===== src/rtl/ts_cc_error_monitor.sv =====
// ts_cc_error_monitor
// Multi-channel MPEG-2 TS continuity-counter checker. Each channel parses its
// own byte-serial transport stream, tracks the CC of one selected PID and
// counts lost or out-of-order packets in a saturating per-channel counter.
//
// Optional feature macro: CC_DUPLICATE_TOL_EN
//   defined   : one duplicate payload packet per CC value is tolerated; a
//               second consecutive duplicate is counted as an error.
//   undefined : every payload packet repeating last_cc is an error and the
//               duplicate-tracking flag is not built.
module ts_cc_error_monitor #(
  parameter int N_CH    = 4,
  parameter int CNT_W   = 16,
  parameter int PKT_LEN = 188
) (
  input  logic                  clk,
  input  logic                  reset,
  input  logic [N_CH-1:0]       valid,
  input  logic [N_CH-1:0]       sync,
  input  logic [8*N_CH-1:0]     data,
  input  logic [13*N_CH-1:0]    pid_filter,
  input  logic                  en_reset_counter,
  input  logic [N_CH-1:0]       ch_clear,
  output logic [CNT_W*N_CH-1:0] error_count,
  output logic [N_CH-1:0]       error_pulse,
  output logic [N_CH-1:0]       locked
);

  localparam int                BC_W       = $clog2(PKT_LEN);
  // Byte index of the first body byte (sync + three header bytes precede it).
  localparam logic [BC_W-1:0]   BODY_FIRST = BC_W'(4);
  localparam logic [BC_W-1:0]   BODY_LAST  = BC_W'(PKT_LEN - 1);
  localparam logic [CNT_W-1:0]  CNT_MAX    = {CNT_W{1'b1}};
  localparam logic [CNT_W-1:0]  CNT_ONE    = CNT_W'(1);
  localparam logic [12:0]       PID_NULL   = 13'h1FFF;
  localparam logic [7:0]        SYNC_BYTE  = 8'h47;

  typedef enum logic [2:0] {
    S_IDLE = 3'd0,
    S_HDR1 = 3'd1,
    S_HDR2 = 3'd2,
    S_HDR3 = 3'd3,
    S_BODY = 3'd4
  } state_t;

  // CC the next packet must carry: payload packets advance the counter
  // (15 wraps to 0), adaptation-only / reserved packets repeat it.
  function automatic logic [3:0] cc_expected(input logic [3:0] last_cc,
                                             input logic       payload);
    logic [3:0] nxt;
    if (payload) begin
      nxt = last_cc + 4'd1;
    end else begin
      nxt = last_cc;
    end
    return nxt;
  endfunction

  genvar g;
  generate
    for (g = 0; g < N_CH; g++) begin : g_ch
      state_t           r_state;
      state_t           w_state_nxt;
      logic [BC_W-1:0]  r_byte_cnt;
      logic [BC_W-1:0]  w_byte_cnt_nxt;
      logic             r_tei;
      logic             w_tei_nxt;
      logic [12:0]      r_pid;
      logic [12:0]      w_pid_nxt;
      logic             w_hdr3_acc;

      logic [7:0]       w_byte;
      logic             w_sync_hit;
      logic [12:0]      w_filter;
      logic             w_pid_ok;
      logic             w_eval;
      logic [3:0]       w_cc;
      logic             w_payload;
      logic [3:0]       w_cc_exp;
      logic             w_clr;
      logic             w_err;

      logic [3:0]       r_last_cc;
      logic             r_locked;
      logic [CNT_W-1:0] r_count;
      logic             r_pulse;

      assign w_byte     = data[8*g +: 8];
      assign w_filter   = pid_filter[13*g +: 13];
      // A qualified 0x47 sync byte always (re)starts header parsing.
      assign w_sync_hit = valid[g] & sync[g] & (w_byte == SYNC_BYTE);

      // Parser state register.
      always_ff @(posedge clk) begin
        if (reset) begin
          r_state    <= S_IDLE;
          r_byte_cnt <= '0;
          r_tei      <= 1'b0;
          r_pid      <= 13'h0000;
        end else begin
          r_state    <= w_state_nxt;
          r_byte_cnt <= w_byte_cnt_nxt;
          r_tei      <= w_tei_nxt;
          r_pid      <= w_pid_nxt;
        end
      end

      // Parser next-state: header field capture and body byte counting.
      always_comb begin
        w_state_nxt    = r_state;
        w_byte_cnt_nxt = r_byte_cnt;
        w_tei_nxt      = r_tei;
        w_pid_nxt      = r_pid;
        w_hdr3_acc     = 1'b0;
        if (w_sync_hit) begin
          w_state_nxt = S_HDR1;
        end else if (valid[g]) begin
          case (r_state)
            S_IDLE: begin
              w_state_nxt = S_IDLE;
            end
            S_HDR1: begin
              w_tei_nxt   = w_byte[7];
              w_pid_nxt   = {w_byte[4:0], r_pid[7:0]};
              w_state_nxt = S_HDR2;
            end
            S_HDR2: begin
              w_pid_nxt   = {r_pid[12:8], w_byte};
              w_state_nxt = S_HDR3;
            end
            S_HDR3: begin
              w_hdr3_acc     = 1'b1;
              w_byte_cnt_nxt = BODY_FIRST;
              w_state_nxt    = S_BODY;
            end
            S_BODY: begin
              if (r_byte_cnt == BODY_LAST) begin
                w_state_nxt = S_IDLE;
              end else begin
                w_byte_cnt_nxt = r_byte_cnt + BC_W'(1);
              end
            end
            default: begin
              w_state_nxt = S_IDLE;
            end
          endcase
        end else begin
          w_state_nxt = r_state;
        end
      end

      // Packet evaluation happens on the accepted HDR3 byte.
      assign w_pid_ok  = (r_pid == w_filter) & (r_pid != PID_NULL) & ~r_tei;
      assign w_eval    = w_hdr3_acc & w_pid_ok;
      assign w_cc      = w_byte[3:0];
      assign w_payload = w_byte[4];
      assign w_cc_exp  = cc_expected(r_last_cc, w_payload);
      assign w_clr     = en_reset_counter | ch_clear[g];

`ifdef CC_DUPLICATE_TOL_EN
      logic r_dup;
      logic w_is_dup;
      logic w_dup_nxt;

      // A payload packet repeating last_cc is a duplicate; the first one is
      // forgiven and remembered, the next consecutive one is an error.
      assign w_is_dup = r_locked & w_payload & (w_cc == r_last_cc);
      assign w_err    = w_eval & r_locked & (w_cc != w_cc_exp) &
                        ~(w_is_dup & ~r_dup);

      // Duplicate flag follows the latest evaluated packet.
      always_comb begin
        w_dup_nxt = r_dup;
        if (w_clr) begin
          w_dup_nxt = 1'b0;
        end else if (w_eval) begin
          w_dup_nxt = w_is_dup;
        end else begin
          w_dup_nxt = r_dup;
        end
      end

      // Duplicate flag register.
      always_ff @(posedge clk) begin
        if (reset) begin
          r_dup <= 1'b0;
        end else begin
          r_dup <= w_dup_nxt;
        end
      end
`else
      assign w_err = w_eval & r_locked & (w_cc != w_cc_exp);
`endif

      // CC reference, lock, saturating error counter and error pulse.
      // A clear overrides the counter and lock but never the pulse.
      always_ff @(posedge clk) begin
        if (reset) begin
          r_last_cc <= 4'h0;
          r_locked  <= 1'b0;
          r_count   <= '0;
          r_pulse   <= 1'b0;
        end else begin
          r_pulse <= w_err;
          if (w_eval) begin
            r_last_cc <= w_cc;
          end
          if (w_clr) begin
            r_locked <= 1'b0;
            r_count  <= '0;
          end else begin
            if (w_eval) begin
              r_locked <= 1'b1;
            end
            if (w_err && (r_count != CNT_MAX)) begin
              r_count <= r_count + CNT_ONE;
            end
          end
        end
      end

      assign error_count[CNT_W*g +: CNT_W] = r_count;
      assign error_pulse[g]                = r_pulse;
      assign locked[g]                     = r_locked;
    end
  endgenerate

endmodule


===== config.mk =====
export PLATFORM = sky130hd
export DESIGN_NAME = ts_cc_error_monitor
export DESIGN_NICKNAME = d
export VERILOG_FILES = /design/src/rtl/ts_cc_error_monitor.sv
export SDC_FILE = /design/constraint.sdc
export NUM_CORES = 1
export LEC_CHECK = 0
export ABC_AREA = 1
export BUFFER_PORTS_ARGS = -buffer_cell sky130_fd_sc_hd__buf_2
export CAP_MARGIN = 20
export CORE_ASPECT_RATIO = 0.6
export CORE_MARGIN = 10
export CORE_UTILIZATION = 58
export DETAILED_ROUTE_END_ITERATION = 10
export MAX_ROUTING_LAYER = met4
export PLACE_DENSITY = 0.83
export SLEW_MARGIN = 20
export SYNTH_ARGS = -nofsm -noshare
export SYNTH_HDL_FRONTEND = slang
export SYNTH_SLANG_ARGS = --single-unit

===== constraint.sdc =====
create_clock -name clk -period 1.86 [get_ports clk]
set_input_delay 0.093 -clock clk [delete_from_list [all_inputs] [get_ports clk]]
set_output_delay 0.093 -clock clk [all_outputs]
set_load 0.05 [all_outputs]

; Word-level counts from Yosys, hierarchy flattened
; Cells that the tools add are included.
[word_totals]
register_bits = 188
out_inout_bits = 72
[classes]
add_sub_neg = 12
eq_ne = 52
muxes = 44
n_bitwise = 48
reduce_logical = 44
[ops]
columns = cell, count
row1 = $pmux 13 s2, 4
row2 = $add 16x1->16 const B, 4
row3 = $ne 16x16->1 const B, 4
row4 = $pmux 8 s2, 4
row5 = $eq 13x13->1, 4
row6 = $ne 13x13->1 const B, 4
row7 = $pmux 3 s4, 4
row8 = $reduce_and 4->1, 12
row9 = $add 8x1->8 const B, 4
row10 = $eq 8x7->1 const B, 4
row11 = $eq 8x8->1 const B, 4
row12 = $mux 8, 4
row13 = $and 1x1->1, 28
row14 = $eq 3x2->1 const B, 8
row15 = $mux 1, 20
row16 = $add 4x1->4 const B, 4
row17 = $mux 4, 4
row18 = $ne 2x2->1 const B, 8
row19 = $ne 4x4->1, 4
row20 = $not 1->1, 16
row21 = $reduce_and 2->1, 8
row22 = $reduce_bool 2->1, 8
row23 = $reduce_or 2->1, 8
row24 = $eq 3x1->1 const B, 4
row25 = other kinds (6), 24

; Logic depth before layout (Yosys ltp)
; Gate-level depths: netlist (run 1).
[logic_depth]
ltp_word = 8
ltp_mapped = 14

; Worst setup path before layout (run 1)
; OpenSTA, ideal clock, no wires.
[synth_path]
path_kind = register to register
start = reg g_ch[2].r_count[1]
end = reg g_ch[2].r_count[5]
setup_time_ps = 70
arrival_time_ps = 1980
required_ps = 1790
slack_ps = -191
stages_incl_launch_ff = 11
n_path_buf = 1
period_less_slack_ps = 2051
cell_sequence = dfxtp_1 > ha_1 > nand2_1 > nor3_4 > nand3_1 > nor2_2 > inv_2 > nand3_4 > buf_6 > nand2_1 > a21oi_1
[synth_via]
elab_chain_cells = 2
elab_cells_between_ends = 3
classes_between = add/sub (1) / eq/ne (1) / reduce/logical (1)
[synth_lines]
columns = item, line
row1 = start: declaration, 85  ; logic [CNT_W-1:0] r_count;
row2 = start signal: assignment, 216  ; r_count <= r_count + CNT_ONE;
row3 = "parallel branches: the longest is 2 deep, another holds $add 16x1->16", -
; Parallel ways; which one is timed is not known.
; A chain may end at the register's enable or synchronous reset.

; Final worst setup path (run 1)
[layout_path]
start = reg g_ch[3].r_state[0]
end = reg g_ch[3].r_count[3]
[layout_via]
elab_chain_cells = 8
[layout_lines]
columns = item, line
row1 = start: declaration, 62  ; state_t r_state;
row2 = start signal: assignment, 101  ; r_state <= w_state_nxt;
row3 = $eq 3x2->1, 118  ; case (r_state)
row4 = $mux 1, 118
row5 = $mux 1, 117  ; end else if (valid[g]) begin
row6 = $mux 1, 115  ; if (w_sync_hit) begin
row7 = $and 1x1->1, 154  ; assign w_eval = w_hdr3_acc & w_pid_ok;
row8 = $and 1x1->1 (2 in a row), 192  ; assign w_err = w_eval & r_locked & (w_cc != w_cc_exp);
row9 = $logic_and 1x1->1, 215  ; if (w_err && (r_count != CNT_MAX)) begin
row10 = end signal: assignment, 216
row11 = end: declaration, 85
; No other way between the ends.

==> metrics.md, run 1 <==
| Metric | Value |
|---|---|
| Layout Utilization | `74.61%` |
| GR Util met2 | `36.90%` |
| Gr ovfl total | `0` |
| Critical Path, Cell by Cell | `inv_2 -> nor3_4 -> nand3_2 -> nor3_2 -> nand2_1 -> nor2_4 -> buf_4 -> buf_4 -> nand3_1 -> nand2_1 -> nand2_1 -> nor2_1` |
| Setup ws final | `-23.00 ps` |
| Share of layout cells above drive strength 1 | `21.19%` |
| Worst Setup SP | `g_ch[3].r_state[0]` |
| CP Capture Type | `flip-flop` |
| Critical R2R Capture | `g_ch[3].r_count[3]` |
| Buffers plus inverters on the worst setup path | `3` |
| Most crowded layer after global routing | `met2` |
| Final Skew | `11.95 ps` |
| CP most frequent cell | `nand2_1` |
| Syn-to-layout area delta | `24.58%` |
| Placed cell areas | `12910 um2` |
| Fin crit period | `1883 ps` |
| FF-to-FF Start | `g_ch[3].r_state[0]` |
| Final Instance Count excl. Fillers | `2399` |
| Vias per cell | `5.372` |
| Die Height | `129.3 um` |
| Highest Clock Rate | `531.1 MHz` |
| Yosys cell types | `45` |
| Met3 Use GR | `5.898%` |
| Failing checks | `setup timing` |
| Status | `finished, violations left` |
| CTS Buf Count | `17` |
| Worst R2R Setup Slack | `-20 ps` |
| Seq/Total Area, Yosys | `32.60%` |
| Routed WL | `35.58 mm` |
| N_diodes | `0` |
| Worst reg2reg path depth | `12` |
| Drt initial violations | `1443` |
| Peak supply drop | `0.7482 mV` |
| # rows | `39` |
| Most numerous cell in the Yosys netlist | `nand2_1` |
| Power density of the placed cells | `627.0 nW/um2` |
| CTS H-tree depth | `4` |
| Synth warn | `0` |
| Worst-margin pin slew | `570.5 ps` |
| Yosys top cell area share | `32.60%` |
| CP max-delay cell | `dfxtp_2` |
| Clk Latency, worst-skew pair | `440 ps` |
| Worst EP arrival | `2260 ps` |
| Largest area contributor in the synthesized netlist | `dfxtp_1` |
| Post-synth EDFFs | `0` |
| I/O pin total | `171` |
| Main synth FF type | `dfxtp_1` |
| Top cells by count, synth | `nand2_1 (510), inv_1 (288), nor2_1 (241), dfxtp_1 (188), nand3_1 (110)` |
| Post-synthesis register bit count | `188` |
| Critical path required time | `2240 ps` |
| DRC Markers | `0` |
| Relative slew slack | `61.93%` |
| First-pass GRT wire length | `55.61 mm` |
| Global placer's final weighted congestion | `0.9680` |
| Starting Density | `59.89%` |
| Synth Net Count | `1974` |
| CP Class | `flip-flop to flip-flop` |
| Final count of hold timing violations | `0` |
| Met1 usage | `36.64%` |
| Crit path max-delay family | `simple AND/OR/NAND/NOR gates` |
| Clock Tree Buf Depth | `2` |
| Average cell area after synthesis | `6.196 um2` |
| Setup crit end | `g_ch[3].r_count[3]` |
| Ys async rst share | `0%` |
| Vias in the first global route | `11600` |
| Crit path depth | `12` |
| CP Launch Type | `flip-flop` |
| Leak pwr | `0.006500 uW` |
| Crit-path max cell delay | `360 ps` |
| Fin crit share | `101.2%` |
| Clk sink count | `188` |
| Pin count of the biggest net entering global routing | `39` |
| Placed insts | `2311` |
| Die area | `26130 um2` |
| Hold crit path type | `input pin to flip-flop` |
| Hpwl dp | `25.89 mm` |
| Root buf cell | `clkbuf_16` |
| Max cap viols | `0` |
| Buffers on Ports | `170` |
| CORE AREA | `19270 um2` |
| Setup Viol. Count Final | `1` |
| Via count | `12890` |
| Initial antenna violation count | `0` |
| Area contributors post-synth | `dfxtp_1 (33%), nand2_1 (17%), inv_1 (9.4%)` |
| TritonCTS clock tree | `done` |
| Clock-pin slew on the worst setup and hold paths | `70 ps` |
| Fin area | `14380 um2` |
| RSZ-0062 raised after global routing | `yes` |
| GRT Resource Usage Total | `26.08%` |
| Die W | `202.1 um` |
| Final count of pins violating max slew | `0` |
| DR WL/cell | `14.83 um` |
| CP max FO | `7` |
| Mapped cell area | `11540 um2` |
| # nets final | `2231` |
| DRT Pass-1 Iters | `6` |
| Post-route ant nets | `0` |
| Hold path startpoint | `valid[0]` |
| Post-synthesis cell count | `1863` |
-- area by class of cell --
type | count | area [um2]
clock buffer | 19 | 442.9
clock inverter | 13 | 163.9
fill | 1526 | 4893
inverter | 307 | 1155
multi-input combinational | 1329 | 6661
sequential | 188 | 3824
tap | 266 | 332.8
timing repair buffer | 277 | 1802
-- layout by cell type (no fill, tap or decap), drive strengths merged --
| master | n |
|---|---|
| nor2 | 262 |
| a31oi | 3 |
| nand4 | 71 |
| clkbuf | 21 |
| o211ai | 5 |
| dfxtp | 188 |
| clkinvlp | 2 |
| inv | 307 |
| xor2 | 26 |
| o21bai | 5 |
| clkinv | 8 |
| o21a | 2 |
| a21oi | 108 |
| nor3b | 4 |
| xnor2 | 18 |
| nand2 | 516 |
| nor4 | 1 |
| a211oi | 24 |
| dlygate4sd3 | 24 |
| o21ai | 81 |
| buf | 251 |
| nor3 | 54 |
| and2 | 1 |
| nand3b | 7 |
| a41oi | 2 |
| ha | 12 |
| or2 | 7 |
| bufinv | 3 |
| and3 | 3 |
| nand3 | 117 |
-- layer usage --
| layer | part of all wire, % | vias up | routed length (um) |
|---|---|---|---|
| li1 | - | 6441 | - |
| met1 | 46 | 5768 | 16450 |
| met2 | 42 | 627 | 14910 |
| met3 | 10 | 51 | 3696 |
| met4 | 1.5 | 0 | 522 |
| met5 | 0 | - | 0 |
-- power by group --
group          internal (uW)  switching, uW  leakage (uW)
Sequential              4110           86.9       0.00154
Combinational            371            629       0.00467
Clock                   2160           1660      0.000294
-- sequential cells by signal, summed over array words and instances, names as in the netlist --
register,cells
g_ch.r_pid,52
g_ch.r_pulse,4
g_ch.r_tei,4
g_ch.r_locked,4
g_ch.r_byte_cnt,32
g_ch.r_last_cc,16
g_ch.r_count,64
g_ch.r_state,12
-- repair_timing --
| action | 4_1_cts | 5_1_grt |
|---|---|---|
| setup endpoints to repair | 0 | 86 |
| setup buffers | 0 | 29 |
| resized for setup | 0 | 119 |
| hold buffers | 24 | 0 |
| hold endpoints to repair | 32 | 0 |
-- worst min-delay path by stage --
stage	end	cells after the start	slack (ps)
floorplan	g_ch[3].r_last_cc[2]	2	220
global placement	g_ch[2].r_count[0]	4	370
detailed placement	g_ch[2].r_count[0]	4	370
CTS	g_ch[2].r_pid[5]	3	2
global route	g_ch[1].r_last_cc[1]	3	5
finish	g_ch[0].r_state[1]	3	20
-- stage by stage --
step                total power (uW)  setup TNS [ps]  setup WS [ps]  hold slack, ps
finish                          9017          -23.00         -23.00           18.45
detailed placement              5165               0          31.96           373.1
global placement                5144               0          30.12           371.7
floorplan                       4812               0         0.3654           221.3
global route                    9349           -1412         -105.0           5.030
CTS                             8992               0          6.453           1.565
-- worst reg2reg max path, cell delays in order (launching register included) --
cell and delay [ps]:
dfxtp_2 360, inv_2 60, nor3_4 250, nand3_2 120, nor3_2 180, nand2_1 110, nor2_4 240, buf_4 160
buf_4 100, nand3_1 50, nand2_1 60, nand2_1 50, nor2_1 70
-- cells by family after synthesis --
logic type / count (synthesis) / share of synthesized area [%]
and+or+nand+nor: 1041 / 39.69
buffers and inverters: 348 / 12.12
AOI/OAI and AO/OA: 230 / 10.95
DFF: 188 / 32.60
xor gates and xnor gates: 44 / 3.338
adders and majority gates: 12 / 1.301
No activity file was read; power rests on OpenSTA's default activity.
==> inputs of run 2 (changes only) <==
--- a/config.mk
+++ b/config.mk
@@ -14,6 +14,7 @@
 export DETAILED_ROUTE_END_ITERATION = 10
 export MAX_ROUTING_LAYER = met4
 export PLACE_DENSITY = 0.83
+export RECOVER_POWER = 25
 export SLEW_MARGIN = 20
 export SYNTH_ARGS = -nofsm -noshare
 export SYNTH_HDL_FRONTEND = slang
==> run 2 against run 1 <==
Compared with the run above:
- the flow still finishes with violations (setup timing)
- sequential cell count did not move
- non-clock buffer count did not move
- core utilization fell by 0.37 points
- worst hold slack got worse by 1.1 ps
- cell area fell by 0.50%
- setup slack got worse by 3.1 ps
- critical path depth did not move
- largest cell class unchanged
==> metrics.md, run 2 (same netlist as run 1, synthesis figures left out) <==
| Metric | Value |
|---|---|
| Status | `finished, violations left (unchanged)` |
| Failing checks | `setup timing (unchanged)` |
| Vias per cell | `5.373 (was 5.372)` |
| CP Capture Type | `flip-flop (unchanged)` |
| Vias in the first global route | `11600 (unchanged)` |
| Hold path startpoint | `valid[0] (unchanged)` |
| I/O pin total | `171 (unchanged)` |
| CTS H-tree depth | `4 (unchanged)` |
| TritonCTS clock tree | `done (unchanged)` |
| Worst Hold End | `g_ch[0].r_state[1] (unchanged)` |
| DRT Pass-1 Iters | `6 (unchanged)` |
| Syn-to-layout area delta | `23.97% (was 24.58%)` |
| Critical path required time | `2240 ps (about the same)` |
| Via count | `12890 (about the same)` |
| Pin count of the biggest net entering global routing | `39 (unchanged)` |
| # nets final | `2231 (unchanged)` |
| Leak pwr | `0.006248 uW (was 0.006500 uW)` |
| Gr ovfl total | `0 (unchanged)` |
| Commonest non-fill, non-tap cell in the layout | `nand2_1 (unchanged)` |
| Die area | `26130 um2 (unchanged)` |
| DR WL/cell | `14.90 um (was 14.83 um)` |
| Share of layout cells above drive strength 1 | `18.52% (was 21.19%)` |
| Clock-pin slew on the worst setup and hold paths | `70 ps (about the same)` |
| First-pass GRT wire length | `55.61 mm (unchanged)` |
| Hold crit path type | `input pin to flip-flop (unchanged)` |
| Initial antenna violation count | `0 (unchanged)` |
| Drt initial violations | `1435 (was 1443)` |
| Worst reg2reg path depth | `12 (unchanged)` |
| Fillers | `1569 (was 1526)` |
| Die Height | `129.3 um (unchanged)` |
| Clk Latency, worst-skew pair | `440 ps (about the same)` |
| Max cap viols | `0 (unchanged)` |
| FF-to-FF Start | `g_ch[3].r_state[0] (unchanged)` |
| DRC Markers | `0 (unchanged)` |
| Fin crit share | `101.4% (was 101.2%)` |
| Buffers on Ports | `170 (unchanged)` |
| Post-route ant nets | `0 (unchanged)` |
| Total power | `9026 uW (was 9017 uW)` |
| Starting Density | `59.89% (unchanged)` |
| Top Registers | `g_ch.r_count: 64 flops, g_ch.r_pid: 52 flops, g_ch.r_byte_cnt: 32 flops (unchanged)` |
| GRT Resource Usage Total | `26.08% (unchanged)` |
| Die W | `202.1 um (unchanged)` |
| CTS Buf Count | `17 (unchanged)` |
| Routed WL | `35.74 mm (was 35.58 mm)` |
| CP Class | `flip-flop to flip-flop (unchanged)` |
| RSZ-0062 raised after global routing | `yes (unchanged)` |
| Hold path depth | `3 (unchanged)` |
| Max reg flops | `64 (unchanged)` |
| Critical R2R Capture | `g_ch[3].r_count[3] (unchanged)` |
| Final count of pins violating max slew | `0 (unchanged)` |
| CP max FO | `7 (unchanged)` |
| Relative slew slack | `55.89% (was 61.93%)` |
| Final Skew | `11.98 ps (was 11.95 ps)` |
| Setup WS pre-CTS | `31.96 ps (unchanged)` |
| Root buf cell | `clkbuf_16 (unchanged)` |
| CORE AREA | `19270 um2 (unchanged)` |
| Fin crit period | `1886 ps (was 1883 ps)` |
| N_diodes | `0 (unchanged)` |
| Clock Tree Buf Depth | `2 (unchanged)` |
| Worst-margin pin slew | `664.5 ps (was 570.5 ps)` |
| Worst EP arrival | `2260 ps (about the same)` |
| Power density of the placed cells | `630.7 nW/um2 (was 627.0 nW/um2)` |
| Highest Clock Rate | `530.2 MHz (was 531.1 MHz)` |
| CP Launch Type | `flip-flop (unchanged)` |
| Worst R2R Setup Slack | `-30 ps (was -20 ps)` |
| Peak supply drop | `0.7517 mV (was 0.7482 mV)` |
| Hpwl dp | `25.89 mm (unchanged)` |
| # rows | `39 (unchanged)` |
| Clk sink count | `188 (unchanged)` |
| Biggest register | `g_ch.r_count (unchanged)` |
| Most frequent cells in the layout | `nand2_1 (498), inv_1 (282), nor2_1 (226), dfxtp_1 (144), buf_2 (114) (was nand2_1 (498), inv_1 (282), nor2_1 (226), buf_2 (171), dfxtp_1 (144))` |
| Setup Viol. Count Final | `1 (unchanged)` |
| Global placer's final weighted congestion | `0.9680 (unchanged)` |
| Final count of hold timing violations | `0 (unchanged)` |
| Setup ws final | `-26.07 ps (was -23.00 ps)` |
run 2: cell types whose count changed in the layout (fill, tap and decap cells not counted), sizes merged:
cell	change
buf	-57
clkbuf	+57
run 2: report_power, final:
part	internal [uW]	switching [uW]
logic	371	632
clock network	2160	1670
registers	4110	87.4
run 2: through the flow:
stage	hold WS (ps)	cells	cell area, um2	util, %	TNS [ps]
finish	17.36	2399	14310	74.24	-26.07
global route	5.030	2399	14310	74.24	-1416
CTS	1.565	2367	13750	71.36	0
detailed placement	373.1	2311	12910	66.97	0
global placement	371.7	2311	12910	66.97	0
floorplan	221.3	1863	11560	-	0
run 2: worst max path at each step:
stage | startpoint | to | slack (ps) | cells after the start
floorplan | g_ch[1].r_count[6] | g_ch[1].r_count[13] | 0.4 | 10
global placement | g_ch[2].r_pid[12] | g_ch[2].r_count[1] | 30 | 8
detailed placement | g_ch[3].r_count[0] | g_ch[3].r_count[10] | 30 | 12
CTS | g_ch[3].r_count[0] | g_ch[3].r_count[10] | 6 | 12
global route | g_ch[3].r_state[0] | g_ch[3].r_count[3] | -100 | 12
finish | g_ch[3].r_state[0] | g_ch[3].r_count[3] | -30 | 12
run 2: final cells by class:
cell class,instances,area [um2],share of cell area [%]
multi-input combinational,1329,6661,46.55
sequential,188,3824,26.72
timing repair buffer,277,1730,12.09
inverter,307,1155,8.070
clock buffer,19,442.9,3.095
tap,266,332.8,2.326
clock inverter,13,163.9,1.145
run 2: timing repair:
action	in CTS	in global routing
endpoints found under the setup margin	0	86
setup buffers	0	29
endpoints found under the hold margin	32	0
hold buffers	24	0
resized for setup	0	119
run 2: critical path, cell delays in order (launching register included):
cell and delay (ps):
dfxtp_2 360, inv_2 60, nor3_4 250, nand3_2 120, nor3_2 180, nand2_1 110
nor2_4 240, buf_4 170, buf_4 100, nand3_1 50, nand2_1 60, nand2_1 50
nor2_1 80
run 2: routing by layer:
| layer | global-route usage [%] | share of wire [%] | vias to the layer above | wire (um) |
|---|---|---|---|---|
| met5 | - | 0 | - | 0 |
| met2 | 36.90 | 42 | 610 | 14850 |
| met3 | 5.898 | 9.8 | 58 | 3513 |
| met4 | 6.463 | 1.6 | 0 | 574 |
| met1 | 36.64 | 47 | 5777 | 16790 |
| li1 | - | - | 6446 | - |
